File: config.mk
export PLATFORM = sky130hd
export DESIGN_NAME = alu_accum_ctrl_flat
export DESIGN_NICKNAME = d
export VERILOG_FILES = /design/src/rtl/alu_accum_ctrl_pkg.sv /design/src/rtl/alu_accum_ctrl_if.sv /design/src/rtl/nBit_ALU.sv /design/src/rtl/alu_accum_ctrl.sv /design/src/flat_wrapper.sv
export SDC_FILE = /design/constraint.sdc
export NUM_CORES = 1
export LEC_CHECK = 0
export ABC_CLOCK_PERIOD_IN_PS = 2050
export CAP_MARGIN = 0
export CORE_MARGIN = 2
export CORE_UTILIZATION = 46
export CTS_CLUSTER_DIAMETER = 120
export DETAILED_ROUTE_END_ITERATION = 12
export PLACE_DENSITY = 0.8
export SYNTH_ARGS = -nofsm -noshare
export SYNTH_HDL_FRONTEND = slang
export SYNTH_SLANG_ARGS = --single-unit
File: constraint.sdc
create_clock -name clk -period 2.05 [get_ports clk]
set_input_delay 0.41 -clock clk [delete_from_list [all_inputs] [get_ports clk]]
set_output_delay 0.41 -clock clk [all_outputs]
set_load 0.03 [all_outputs]
File: src/rtl/alu_accum_ctrl_pkg.sv
// Shared opcode and FSM state encodings for the accumulating ALU controller.
package alu_accum_ctrl_pkg;

  typedef enum logic [2:0] {
    OP_ADD = 3'b000,
    OP_SUB = 3'b001,
    OP_AND = 3'b010,
    OP_OR  = 3'b011,
    OP_XOR = 3'b100,
    OP_NOT = 3'b101,
    OP_INC = 3'b110,
    OP_DEC = 3'b111
  } op_e;

  typedef enum logic [1:0] {
    ST_IDLE = 2'b00,
    ST_EXEC = 2'b01,
    ST_DONE = 2'b10
  } state_e;

endpackage

File: src/rtl/alu_accum_ctrl_if.sv
// Command/result bundle of alu_accum_ctrl plus status and FSM debug view.
// Handshake: a transfer happens on a rising edge where valid && ready; a
// producer holds its payload stable while valid is high and ready is low.
interface alu_accum_ctrl_if
  import alu_accum_ctrl_pkg::*;
#(
    parameter int N = 4
) ();

    logic         cmd_valid;
    logic         cmd_ready;
    logic [2:0]   cmd_mode;
    logic         cmd_use_acc;
    logic [N-1:0] cmd_a;
    logic [N-1:0] cmd_b;

    logic         res_valid;
    logic         res_ready;
    logic [N-1:0] res_data;
    logic         res_carry;
    logic         res_zero;

    logic [N-1:0] acc_out;
    logic [7:0]   op_count;
    state_e       dbg_state;

    modport master (
        output cmd_valid, cmd_mode, cmd_use_acc, cmd_a, cmd_b, res_ready,
        input  cmd_ready, res_valid, res_data, res_carry, res_zero,
               acc_out, op_count, dbg_state
    );

    modport slave (
        input  cmd_valid, cmd_mode, cmd_use_acc, cmd_a, cmd_b, res_ready,
        output cmd_ready, res_valid, res_data, res_carry, res_zero,
               acc_out, op_count, dbg_state
    );

endinterface

File: src/rtl/nBit_ALU.sv
// Purely combinational N-bit ALU with a per-operation carry/no-borrow flag.
module nBit_ALU
  import alu_accum_ctrl_pkg::*;
#(
    parameter int N = 4
) (
    input  op_e          op,
    input  logic [N-1:0] a,
    input  logic [N-1:0] b,
    output logic [N-1:0] y,
    output logic         carry
);

    logic [N:0] sum;

    always_comb begin
        sum   = '0;
        y     = '0;
        carry = 1'b0;
        case (op)
            OP_ADD: begin
                sum   = {1'b0, a} + {1'b0, b};
                y     = sum[N-1:0];
                carry = sum[N];
            end
            OP_SUB: begin
                y     = a - b;
                carry = (a >= b);
            end
            OP_AND: y = a & b;
            OP_OR:  y = a | b;
            OP_XOR: y = a ^ b;
            OP_NOT: y = ~a;
            OP_INC: begin
                sum   = {1'b0, a} + {{N{1'b0}}, 1'b1};
                y     = sum[N-1:0];
                carry = sum[N];
            end
            OP_DEC: begin
                y     = a - {{(N-1){1'b0}}, 1'b1};
                carry = (a != '0);
            end
            default: y = '0;
        endcase
    end

endmodule

File: src/rtl/alu_accum_ctrl.sv
// Three-state controller: capture a command, run it through the ALU for one
// cycle, then hold the result (and update the accumulator) until accepted.
module alu_accum_ctrl
  import alu_accum_ctrl_pkg::*;
#(
    parameter int N = 4
) (
    input  logic           clk,
    input  logic           rst_n,
    alu_accum_ctrl_if.slave bus
);

    state_e       state_q, state_d;
    op_e          op_q, op_d;
    logic [N-1:0] a_q, a_d;
    logic [N-1:0] b_q, b_d;
    logic [N-1:0] acc_q, acc_d;
    logic [N-1:0] res_q, res_d;
    logic         carry_q, carry_d;
    logic         zero_q, zero_d;
    logic [7:0]   cnt_q, cnt_d;

    logic [N-1:0] alu_y;
    logic         alu_carry;

    nBit_ALU #(.N(N)) u_alu (
        .op    (op_q),
        .a     (a_q),
        .b     (b_q),
        .y     (alu_y),
        .carry (alu_carry)
    );

    always_comb begin
        state_d = state_q;
        op_d    = op_q;
        a_d     = a_q;
        b_d     = b_q;
        acc_d   = acc_q;
        res_d   = res_q;
        carry_d = carry_q;
        zero_d  = zero_q;
        cnt_d   = cnt_q;
        case (state_q)
            ST_IDLE: begin
                if (bus.cmd_valid) begin
                    op_d    = op_e'(bus.cmd_mode);
                    a_d     = bus.cmd_use_acc ? acc_q : bus.cmd_a;
                    b_d     = bus.cmd_b;
                    state_d = ST_EXEC;
                end
            end
            ST_EXEC: begin
                // Result, flags and accumulator all commit on this single edge.
                res_d   = alu_y;
                carry_d = alu_carry;
                zero_d  = (alu_y == '0);
                acc_d   = alu_y;
                cnt_d   = cnt_q + 8'd1;
                state_d = ST_DONE;
            end
            ST_DONE: begin
                if (bus.res_ready) state_d = ST_IDLE;
            end
            default: state_d = ST_IDLE;
        endcase
    end

    always_ff @(posedge clk or negedge rst_n) begin
        if (!rst_n) begin
            state_q <= ST_IDLE;
            op_q    <= OP_ADD;
            a_q     <= '0;
            b_q     <= '0;
            acc_q   <= '0;
            res_q   <= '0;
            carry_q <= 1'b0;
            zero_q  <= 1'b0;
            cnt_q   <= '0;
        end else begin
            state_q <= state_d;
            op_q    <= op_d;
            a_q     <= a_d;
            b_q     <= b_d;
            acc_q   <= acc_d;
            res_q   <= res_d;
            carry_q <= carry_d;
            zero_q  <= zero_d;
            cnt_q   <= cnt_d;
        end
    end

    assign bus.cmd_ready = (state_q == ST_IDLE);
    assign bus.res_valid = (state_q == ST_DONE);
    assign bus.res_data  = res_q;
    assign bus.res_carry = carry_q;
    assign bus.res_zero  = zero_q;
    assign bus.acc_out   = acc_q;
    assign bus.op_count  = cnt_q;
    assign bus.dbg_state = state_q;

endmodule

File: src/flat_wrapper.sv
// flat-port wrapper written by rule: the top's interface ports become plain ports
module alu_accum_ctrl_flat import alu_accum_ctrl_pkg::*;
#(
    parameter int N = 4
)
  (clk, rst_n, bus_cmd_valid, bus_cmd_mode, bus_cmd_use_acc, bus_cmd_a, bus_cmd_b, bus_res_ready, bus_cmd_ready, bus_res_valid, bus_res_data, bus_res_carry, bus_res_zero, bus_acc_out, bus_op_count, bus_dbg_state);
  alu_accum_ctrl_if #(.N(N)) bus_i ();
  input  logic clk;
  input  logic rst_n;
  input wire logic [$bits(bus_i.cmd_valid)-1:0] bus_cmd_valid;
  input wire logic [$bits(bus_i.cmd_mode)-1:0] bus_cmd_mode;
  input wire logic [$bits(bus_i.cmd_use_acc)-1:0] bus_cmd_use_acc;
  input wire logic [$bits(bus_i.cmd_a)-1:0] bus_cmd_a;
  input wire logic [$bits(bus_i.cmd_b)-1:0] bus_cmd_b;
  input wire logic [$bits(bus_i.res_ready)-1:0] bus_res_ready;
  output wire logic [$bits(bus_i.cmd_ready)-1:0] bus_cmd_ready;
  output wire logic [$bits(bus_i.res_valid)-1:0] bus_res_valid;
  output wire logic [$bits(bus_i.res_data)-1:0] bus_res_data;
  output wire logic [$bits(bus_i.res_carry)-1:0] bus_res_carry;
  output wire logic [$bits(bus_i.res_zero)-1:0] bus_res_zero;
  output wire logic [$bits(bus_i.acc_out)-1:0] bus_acc_out;
  output wire logic [$bits(bus_i.op_count)-1:0] bus_op_count;
  output wire logic [$bits(bus_i.dbg_state)-1:0] bus_dbg_state;
  assign bus_i.cmd_valid = bus_cmd_valid;
  assign bus_i.cmd_mode = bus_cmd_mode;
  assign bus_i.cmd_use_acc = bus_cmd_use_acc;
  assign bus_i.cmd_a = bus_cmd_a;
  assign bus_i.cmd_b = bus_cmd_b;
  assign bus_i.res_ready = bus_res_ready;
  assign bus_cmd_ready = bus_i.cmd_ready;
  assign bus_res_valid = bus_i.res_valid;
  assign bus_res_data = bus_i.res_data;
  assign bus_res_carry = bus_i.res_carry;
  assign bus_res_zero = bus_i.res_zero;
  assign bus_acc_out = bus_i.acc_out;
  assign bus_op_count = bus_i.op_count;
  assign bus_dbg_state = bus_i.dbg_state;
  alu_accum_ctrl #(.N(N)) u_core (.clk(clk), .rst_n(rst_n), .bus(bus_i));
endmodule
# After elaboration in Yosys (flattened, before gate mapping)
# Cells that the tools add are included.
[classes]
addsub = 5
magnitude_cmp = 1
n_eq_ne = 11
n_mux = 6
n_bitwise = 4
n_reduce_logical = 6
[ops]
columns = ["op", "count"]
rows = [
  ["$pmux 4 s8", 1],
  ["$eq 3x3->1 const B", 4],
  ["$add 8x1->8 const B", 1],
  ["$eq 3x2->1 const B", 2],
  ["$pmux 2 s3", 1],
  ["$add 4x1->5 const B", 1],
  ["$add 4x4->5", 1],
  ["$and 4x4->4", 1],
  ["$ge 4x4->1", 1],
  ["$logic_not 4->1", 1],
  ["$mux 2", 2],
  ["$mux 4", 1],
  ["$ne 2x2->1 const B", 2],
  ["$not 4->4", 1],
  ["$or 4x4->4", 1],
  ["$pmux 1 s4", 1],
  ["$reduce_and 2->1", 2],
  ["$reduce_bool 4->1", 1],
  ["$sub 4x1->4 const B", 1],
  ["$sub 4x4->4", 1],
  ["$xor 4x4->4", 1],
  ["$eq 3x1->1 const B", 1],
  ["$logic_not 3->1", 1],
  ["$eq 2x1->1 const B", 1],
  ["2 further kinds", 2],
]
[totals]
register_bits = 27
inputBits = 16
output_inout_bits = 22
elab_cells = 41

# Logic depth before layout (Yosys ltp)
# Gate-level depths: netlist of the first run.
[depth]
ltp_word = 3
mapped_depth = 9
depth_no_buf = 9

# Modules after synthesis
# From an unflattened synthesis of the first run, not the netlist that was laid out.
[unflattened]
cells_unflattened = 186
area_unflattened_um2 = 1876.8
[modules_own_cells]
columns = ["module", "n_inst", "cells_per_inst", "area_per_inst_um2", "seq_area_each_um2"]
rows = [
  ["alu_accum_ctrl", 1, 83, 1142.3, 675.6],
  ["nBit_ALU", 1, 103, 734.5, 0.0],
]

# Worst setup path after synthesis of the first run
# Ideal clock, no wire load.
[synth_timing]
kind = "reg-to-reg"
start = "register u_core.a_q[0]"
end = "register u_core.zero_q, in the netlist u_core.bus.res_zero"
setup_ns = 0.080
t_arrival_ns = 2.001
t_required_ns = 1.970
setup_slack_ns = -0.031
stages_incl_launch_ff = 9
path_buffers = 0
period_less_slack_ns = 2.081
cell_sequence = "dfrtp_1 inv_1 ha_1 inv_1 fa_1 mux4_2 mux2i_1 nand4_1 a2bb2oi_1"
[synth_between]
elab_chain_cells = 3
elab_cells_between_ends = 10
classes_between = "add/sub: 4; mux: 1; bitwise: 4; reduce/logical: 1"
[synth_rtl]
columns = ["item", "line", "text"]
rows = [
  ["start: declaration", "alu_accum_ctrl.sv:15", "logic [N-1:0] a_q, a_d;"],
  ["start signal: assignment", "alu_accum_ctrl.sv:73", "a_q <= '0;"],
  ["start signal: assignment", "alu_accum_ctrl.sv:83", "a_q <= a_d;"],
  ["$sub 4x1->4 (tied with other cells)", "nBit_ALU.sv:40", "y = a - {{(N-1){1'b0}}, 1'b1};"],
  ["$pmux 4 s8 (*)", "nBit_ALU.sv:20", "case (op)"],
  ["$logic_not 4->1 (*)", "alu_accum_ctrl.sv:57", "zero_d = (alu_y == '0);"],
  ["end signal: assignment", "alu_accum_ctrl.sv:88", "zero_q <= zero_d;"],
  ["end: declaration", "alu_accum_ctrl.sv:20", "logic zero_q, zero_d;"],
]
# Mark *: on every way between the ends. The rest lies on a longest branch, timed or not.
# A chain may end at the register's enable or synchronous reset.

# Worst setup path after layout of the first run
# Ends and elaborated chain as after synthesis.

==> impl_results.md, run 1 <==
- Outcome: finished, violations left
- Failing checks: negative setup slack
- Row count: 23
- WL final: around 4.2 mm
- Clock Pin Slew Worst Setup and Hold Paths: 0.10 ns
- Vias in the first global route: between 1000 and 1500
- Die Area: 4580 um^2
- DR iter-0 viols: 148
- Critical Path Sink: u_core.bus.res_zero
- Max VDD drop: between 800 and 900 uV
- Post-CTS Hold Fix Bufs: 0
- Yosys top cell area share: 0.362
- Slew margin rel.: 0.566
- Post-route setup slack: -0.0955 ns
- IO Count: 38
- Most numerous cell in the Yosys netlist: dfrtp_1
- # diodes: 0
- CP endpoint kind: flop
- Fmax: ~470 MHz
- Final hold violation count: 0
- Drt via density: between 5 and 6
- Main combinational cell family by area after synthesis: compound AO/OA/AOI/OAI gates
- Netlist cell types: 48
- Fraction of the yosys area taken by sequential cells: 0.362
- Initial antenna violation count: 0
- Area grow syn2layout: 27.3%
- Area of the mapped netlist: 1870 um^2
- # port buffers: 37
- Root buffer cell: clkbuf_8
- First-pass GRT wire length: about 6.7 mm
- RSZ-0062 raised after global routing: true
- Hold WS: roughly 0.48 ns
- Via Count: 1544
- Post-synthesis adder-cell area fraction: 0.122
- Clock buffer count from CTS: 3
- Post-layout min period: 2.15 ns
- Maxcap violations: 0
- Total Nets Final: between 200 and 300
- Synth async-reset ratio: 1.00
- Post-route ant nets: 0
- Crit path launch type: flop
- RR Endpoint: u_core.bus.res_zero
- WP data required: approximately 2.3 ns
- Initial core utilization: 0.474
- Layout cell share with drive strength beyond 1: 0.123
- Slew Viols, Final: 0
- GRT Util Overall: 0.194
- R2r startpoint: u_core.a_q[0]
- Post-synthesis xor/xnor area fraction: 0.0516
- Die H: 67.7 um
- Core Area: between 3000 and 4000 um^2
- DR pass1 iterations: 4
- TritonCTS clock tree: built
- Worst Skew: about 0.0026 ns
- Largest fanout on the critical path: 3
- FILL cells: 360
- WS Path Type: flop to flop
- Post-Synthesis Cells: ~200
- Pwr dens: approximately 1800 nW/um^2
- Pwr Total: 4210 uW
- EDFF count, synth: 0
- CTS sink cnt: 27
- Post-Synth Simple-Gate Area: 0.149
- Syn avg cell area: 9.20 um^2
- H-tree levels: 1
- Die X: 67.7 um
- Most common library cells after synthesis: dfrtp_1 (27), nand2_1 (22), inv_1 (16), a21oi_1 (15), ha_1 (15)
- Pin count of the biggest net entering global routing: 28
- Routed WL per cell: ~14 um
- Least-Margin Pin Slew: between 0.6 and 0.7 ns
- Tcrit/Tclk final: 1.05
- Final setup violation count: 1
- Reg2Reg Setup Slack: -0.1 ns
- Primary FF master, synth: dfrtp_1
- Area contributors post-synth: dfrtp_1 (36%), ha_1 (10%), mux2i_1 (4.8%)
- Lkg Pwr: between 0.001 and 0.0015 uW
- Yosys warns: 0
- Drc violations: 0
- Crit path arrival time: 2.36 ns
- DP Wirelength: approximately 3.2 mm
- GP Congestion: 0.907
- Gr ovfl total: 0
- Synth Net Count: roughly 240
- Later-pin clock latency in the skew report: roughly 0.28 ns
- CTS Buffer Depth: 2
- Compound-Gate Fraction of Synth Area: 0.152
- Worst setup path start: u_core.a_q[0]
- Seq cells post-synth: 27
- R2R depth: 8
- Synth area leader: dfrtp_1
- HP Class: flop to flop
- Fraction of synthesized area in multiplexers: 0.0724
## worst max-delay path, stage by stage (launching register included)
cell	delay (ns)
dfrtp_2	0.43
inv_2	0.06
ha_2	0.18
inv_1	0.05
fa_1	0.42
mux4_2	0.49
mux2i_2	0.19
nand4_1	0.12
a2bb2oi_2	0.14
## layout make-up
type | instances | area [um^2] | share of cell area
repair buffers | 52 | 485 | 0.204
well taps | 50 | 62.6 | 0.0263
multi-input cells | 143 | 1040 | 0.436
inverters | 17 | 66.3 | 0.0279
flip-flops and latches | 27 | 677 | 0.285
clock buffers | 3 | 41.3 | 0.0174
clock inverters | 1 | 7.51 | 0.00316
## kinds of logic (layout without fill, tap and decap cells)
group	Yosys count	count (layout)
XOR/XNOR	11	11
AO/OA/AOI/OAI	45	45
buffers and inverters	33	73
adder cells (fa/ha/maj)	17	17
AND/OR/NAND/NOR	58	58
flip-flops	27	27
multiplexers	12	12
## registers in the layout (all words and copies together), names as in the netlist
name	cells
u_core.a_q	4
u_core.b_q	4
u_core.bus.acc_out	4
u_core.bus.dbg_state	2
u_core.bus.op_count	8
u_core.bus.res_carry	1
u_core.bus.res_zero	1
u_core.op_q	3
## through the flow
step                      worst slack [ns]  cell area [um^2]  utilization  setup TNS (ns)  std cells
after floorplan                     0.0158              1870            -               0        203
after detailed placement            -0.127              2300        0.584          -0.127        288
final                              -0.0955              2380        0.603         -0.0955        293
after CTS                           -0.125              2360        0.599          -0.125        293
after global routing                -0.178              2380        0.603          -0.239        293
after global placement             -0.0173              2300        0.584         -0.0173        288
## how the worst min path moves through the flow
stage	from	depth (start not counted)	endpoint	slack (ns)
2_1_floorplan	rst_n	0	u_core.a_q[0]	0.11
3_3_place_gp	u_core.bus.op_count[7]	1	u_core.bus.op_count[7]	0.46
3_5_place_dp	u_core.bus.op_count[7]	1	u_core.bus.op_count[7]	0.47
4_1_cts	u_core.bus.op_count[7]	1	u_core.bus.op_count[7]	0.48
5_1_grt	u_core.bus.op_count[7]	1	u_core.bus.op_count[7]	0.49
6_report	u_core.bus.op_count[7]	1	u_core.bus.op_count[7]	0.48
## layer usage
metal / global-route usage / wire length, um / up-vias / share of wire
met2: 0.306 / 1950 / 52 / 0.46
met3: 0.0217 / 236 / 7 / 0.056
met5: 0 / 0 / - / 0
met1: 0.285 / 1980 / 720 / 0.47
met4: 0.0383 / 48 / 0 / 0.011
li1: - / - / 765 / -
## report_power, final
group / internal (uW) / switching, uW
clock: 138 / 184
combinational: 1320 / 1490
sequential: 756 / 316
## layout by cell type (no fill, tap or decap), types with 2 or more instances in the layout
cell and count:
clkbuf_8 3, xnor2_1 8, mux2_2 2, xor2_1 3, nor2b_1 6, nand4_1 3, a211oi_1 2, fa_1 2
a21oi_1 15, ha_2 2, clkdlybuf4s50_1 36, nand2b_1 3, mux2i_1 8, ha_1 13, inv_1 15, nand2_1 22
o21bai_1 2, nand3_1 2, dfrtp_1 26, nor2_1 13, o21ai_0 12, buf_4 15, and3_1 2
## what timing repair did
item,4_1_cts,5_1_grt
buffers inserted,1,0
endpoints found under the setup margin,1,3
gates resized for setup,0,5
pin swaps,0,1
Power figures use the tool's default switching activity.
==> run 2: changes to the inputs <==
--- a/config.mk
+++ b/config.mk
@@ -9,6 +9,7 @@
 export CAP_MARGIN = 0
 export CORE_MARGIN = 2
 export CORE_UTILIZATION = 46
+export CTS_BUF_LIST = sky130_fd_sc_hd__clkbuf_4 sky130_fd_sc_hd__clkbuf_8
 export CTS_CLUSTER_DIAMETER = 120
 export DETAILED_ROUTE_END_ITERATION = 12
 export PLACE_DENSITY = 0.8
==> results of run 2 <==
Final layout, timing and power as in run 1 (identical DEF).
==> run 3: changes to the inputs <==
--- a/config.mk
+++ b/config.mk
@@ -13,6 +13,7 @@
 export CTS_CLUSTER_DIAMETER = 120
 export DETAILED_ROUTE_END_ITERATION = 12
 export PLACE_DENSITY = 0.8
+export SLEW_MARGIN = 40
 export SYNTH_ARGS = -nofsm -noshare
 export SYNTH_HDL_FRONTEND = slang
 export SYNTH_SLANG_ARGS = --single-unit
==> results of run 3 <==
Final layout, timing and power as in run 1 (identical DEF).
